**config.mk**
```make
export PLATFORM = sky130hd
export DESIGN_NAME = regfile_mp
export DESIGN_NICKNAME = d
export VERILOG_FILES = /design/src/rtl/regfile_mp.sv
export SDC_FILE = /design/constraint.sdc
export NUM_CORES = 2
export LEC_CHECK = 0
export ABC_CLOCK_PERIOD_IN_PS = 9900
export CORE_AREA = 2 2 508 460
export CTS_BUF_LIST = sky130_fd_sc_hd__clkbuf_16
export DETAILED_ROUTE_END_ITERATION = 16
export DIE_AREA = 0 0 510 462
export GPL_TIMING_DRIVEN = 0
export PLACE_DENSITY = 0.7
export SLEW_MARGIN = 20
export SYNTH_ARGS = -nofsm -noshare
export SYNTH_HDL_FRONTEND = slang
export SYNTH_SLANG_ARGS = --single-unit
```
**constraint.sdc**
```tcl
create_clock -name clk -period 9.9 [get_ports clk]
set_clock_uncertainty 0.15 [all_clocks]
set_input_delay 2.97 -clock clk [delete_from_list [all_inputs] [get_ports clk]]
set_output_delay 2.97 -clock clk [all_outputs]
set_load 0.02 [all_outputs]
```
**src/rtl/regfile_mp.sv**
```systemverilog
// Dual-read-port register file with per-register busy (pending writeback) bits,
// write-through bypass on reads, and a hard-wired zero register.
module regfile_mp #(
    parameter int unsigned          REG_SZ  = 64,
    parameter int unsigned          REG_NUM = 32,
    parameter int unsigned          SP_IDX  = 2,
    parameter logic [REG_SZ-1:0]    SP_INIT = REG_SZ'(64'h0000_0000_0001_0000),
    localparam int unsigned         AW      = $clog2(REG_NUM)
) (
    input  logic              clk,
    input  logic              rst,
    input  logic              ra_en,
    input  logic [AW-1:0]     ra_idx,
    output logic [REG_SZ-1:0] ra_data,
    output logic              ra_vld,
    output logic              ra_busy,
    input  logic              rb_en,
    input  logic [AW-1:0]     rb_idx,
    output logic [REG_SZ-1:0] rb_data,
    output logic              rb_vld,
    output logic              rb_busy,
    input  logic              w_en,
    input  logic [AW-1:0]     w_idx,
    input  logic [REG_SZ-1:0] w_data,
    input  logic              rsv_en,
    input  logic [AW-1:0]     rsv_idx
);

    logic [REG_SZ-1:0]  regs [REG_NUM];
    logic [REG_NUM-1:0] busy;
    logic [REG_NUM-1:0] busy_nxt;
    logic [REG_SZ-1:0]  ra_nxt;
    logic [REG_SZ-1:0]  rb_nxt;

    // Busy update: write clears, reserve sets afterwards so a same-edge reserve wins.
    always_comb begin
        busy_nxt = busy;
        if (w_en) begin
            busy_nxt[w_idx] = 1'b0;
        end
        if (rsv_en) begin
            busy_nxt[rsv_idx] = 1'b1;
        end
        busy_nxt[0] = 1'b0;

        ra_nxt = regs[ra_idx];
        if (w_en && (w_idx == ra_idx)) begin
            ra_nxt = w_data;
        end
        if (ra_idx == '0) begin
            ra_nxt = '0;
        end

        rb_nxt = regs[rb_idx];
        if (w_en && (w_idx == rb_idx)) begin
            rb_nxt = w_data;
        end
        if (rb_idx == '0) begin
            rb_nxt = '0;
        end
    end

    // Read outputs (data and busy) hold their last value while the port is idle.
    always_ff @(posedge clk) begin
        if (!rst) begin
            for (int i = 0; i < int'(REG_NUM); i++) begin
                regs[i] <= (i == int'(SP_IDX)) ? SP_INIT : '0;
            end
            busy    <= '0;
            ra_data <= '0;
            ra_vld  <= 1'b0;
            ra_busy <= 1'b0;
            rb_data <= '0;
            rb_vld  <= 1'b0;
            rb_busy <= 1'b0;
        end else begin
            if (w_en && (w_idx != '0)) begin
                regs[w_idx] <= w_data;
            end
            busy   <= busy_nxt;
            ra_vld <= ra_en;
            rb_vld <= rb_en;
            if (ra_en) begin
                ra_data <= ra_nxt;
                ra_busy <= busy_nxt[ra_idx];
            end
            if (rb_en) begin
                rb_data <= rb_nxt;
                rb_busy <= busy_nxt[rb_idx];
            end
        end
    end

endmodule

```
==> flow_summary.yaml <==
run_status:
  status: "finished, final reports clean"
critical_path:
  r2r_start: "regs[3][11]"
  path_cells: "clkdlybuf4s50_1 > buf_2 > clkbuf_2 > buf_12 > clkbuf_1 > mux4_2 > mux4_2 > mux2i_1 > nand2_1 > o21ai_0 > o21ai_1"
  start_kind: "primary input"
  cp_slowest_stage_delay_ps: 920
  crit_path_frequent_cell: "mux4_2"
  cp_max_fo: 11
  r2r-end: "rb_data[11]"
  rr_worst_depth: 6
  cp.arrival_ps: 7520
  worstPathRequired_ps: 10500
  critPathCaptureType: "register"
  r2r_slack_ps: 7310
  slowest_stage: "clkbuf_1"
  critical_path_class: "in -> reg"
routing:
  wirelength_um: 424400
  drc_errors: 0
  antenna_left: 0
  drt-pass1-iter-count: 7
  wl_per_cell_um: 37.89
  vias_per_cell: 6.811
  wl_met3_um: 65960
  routed.top_layer: "met5"
  wl_met1_um: 147900
  vias: 76281
  dr_wl_met2_um: 186700
  first_iter_violations: 13624
clock_tree:
  clock_latency_ps: 920
  numCtsBuffers: 226
  path_clk_slew_ps: 60
  root_buffer: "clkbuf_16"
  cts_tree: "yes"
  clock-sinks: 2211
  cts_hold_buf: 0
  h-tree-depth: 4
  cts_resized: 0
  cts_max_path_buffers: 3
  post_cts_buffers: 0
power:
  leakage_nw: 45.51
  finalPower_mw: 22.74
  vdd.ir_drop.worst_mv: 0.2010
  power_density_nw_per_um2: 171.1
global_route:
  antenna_found_initial: 48
  grt_overflow: 0
  grt_max_degree: 41
  grtUsageTotal: 0.3601
  grt_first_pass_wirelength_um: 580200
  grt_pass1_vias: 73840
synth:
  synth_compound_area_frac: 0.01872
  ys_seq_area_frac: 0.5655
  synth_common_cells: "2048 x edfxtp_1, 1996 x and2_1, 1281 x mux4_2"
  synthSimpleGateAreaFrac: 0.1239
  yosys_warnings: 0
  synthXorXnorAreaFrac: 0.0007648
  ys_seq_elements: 2211
  synth_largest_area_cell: "edfxtp_1"
  synthMuxAreaShare: 0.2632
  synth_edf_count: 2048
  netlist.area_leader.share: 0.5370
  synth.area.top_cells: "edfxtp_1 54%, mux4_2 25%, and2_1 11%"
  synthFlopType: "edfxtp_1"
  synth.distinct_cells: 58
  syn_inst: 7214
  avgSynthCellArea_um2: 15.87
  syn_area_um2: 114500
  synth_top_family_by_area: "multiplexers"
  synthArstFlopShare: 0
  synth_adder_area_share: 0
  yosysMostFrequentCell: "edfxtp_1"
timing:
  fmax_mhz: 144.5
  setup_ws_ps: 2979
  relSlewSlack: 0.09186
  post-route-period-util: 0.6991
  rsz0062_at_grt: "false"
  report.final.slew_viol_count: 0
  worst_pin_slew_ps: 1362
  layout_min_cycle_time_ps: 6921
  tns_ps: 0
  hold_violations: 0
  setup_viol: 0
worst_hold_path:
  min_to: "ra_data[41]"
  min_path_type: "reg -> reg"
  hold_start: "ra_data[41]"
  min_path_cells: 2
placement:
  placed_cells: 10711
  post-place-ws_ps: 2218
  hpwlAfterDp_um: 317700
  io_buffers: 206
  gp_congestion: 0.9439
floorplanning:
  dieWidth_um: 510
  die_h_um: 462
  row_count: 168
  ios: 222
  start_util: 0.4957
  die_area_um2: 235600
  core_area_um2: 231000
final_layout:
  fillerInstances: 17476
  syn_to_final_growth_pct: 16.03
  final_nets: 7970
  multi_input_area_um2: 47360
  finalNonFillerCells: 11200
  seqCellArea_um2: 64760
  drive_gt1_frac: 0.2516
job:
  drv_cap: 0
==> kinds of logic after synthesis <==
logic type                count (synthesis)
xor gates and xnor gates                 10
and+or+nand+nor                        2401
DFF                                    2211
AOI/OAI and AO/OA                       404
other                                     1
buffers and inverters                   777
muxes                                  1410
==> per-stage QoR <==
step	area, um2	hold slack, ps	utilization
global route	132800	310.7	0.5747
CTS	132700	296.8	0.5743
floorplan	114800	305.0	-
global placement	120600	287.6	0.5222
detailed placement	125500	288.9	0.5432
finish	132900	292.4	0.5752
==> layout by cell type, fill, tap and decap left out, types with 31 or more instances in the layout <==
master           netlist  routed
o21ai_1              193     193
clkinv_1               0      62
clkbuf_2               1      53
edfxtp_1            2048    2048
clkbuf_16              0     233
conb_1                 1      64
mux2i_1              129     129
clkdlybuf4s50_1        0     206
buf_16                 0     128
dfxtp_1              163     163
a21oi_1               34      34
o21ai_0              138     107
buf_2                124     128
clkbuf_1             568     517
and2_1              1996    1996
o21ai_4                0      31
inv_1                  3      60
buf_1                 59      50
diode_2                0      68
mux4_2              1281    1281
nand2_1              299     299
==> critical path, delay by kind of cell <==
| family | cells | cell delay (ps) |
|---|---|---|
| compound gates | 2 | 190 |
| simple gates | 1 | 120 |
| buf+inv | 5 | 2830 |
| mux | 3 | 1370 |
==> worst max path at each step <==
stage                        end  startpoint  slack, ps
finish                rb_data[7]   rb_idx[1]       2980
global route          rb_data[7]   rb_idx[1]       3140
detailed placement  regs[21][42]         rst       2220
floorplan            regs[24][0]    w_idx[4]        790
global placement    regs[21][33]         rst      -7840
CTS                  rb_data[62]   rb_idx[1]       3180
==> layer usage <==
metal / GRT usage / vias up
li1: - / 29259
met1: 0.4835 / 39203
met2: 0.5279 / 6668
met3: 0.1230 / 1127
met4: 0.1742 / 24
met5: 0 / -
==> registers in the layout (all words and copies together) (netlist names) <==
| signal | cells |
|---|---|
| ra_data | 64 |
| regs | 2048 |
| rb_data | 64 |
| rb_busy | 1 |
| busy | 31 |
| rb_vld | 1 |
| ra_vld | 1 |
| ra_busy | 1 |
==> power breakdown <==
part           switching [mW]  total [mW]  leakage, nW  internal [mW]
Sequential              0.270        11.0         20.8           10.7
Clock                    3.84        8.48         3.74           4.64
Combinational            1.84        3.26         20.9           1.42
==> final cells by class <==
class	instances	area share
buffer	773	0.02447
timing repair buffer	375	0.04735
inverter	4	0.0001130
tap	3060	0.02881
antenna	68	0.001281
sequential	2211	0.4874
clock buffer	233	0.04388
multi-input combinational	4289	0.3564
clock inverter	187	0.01027
Note: power is estimated with default switching activity, not from simulation.
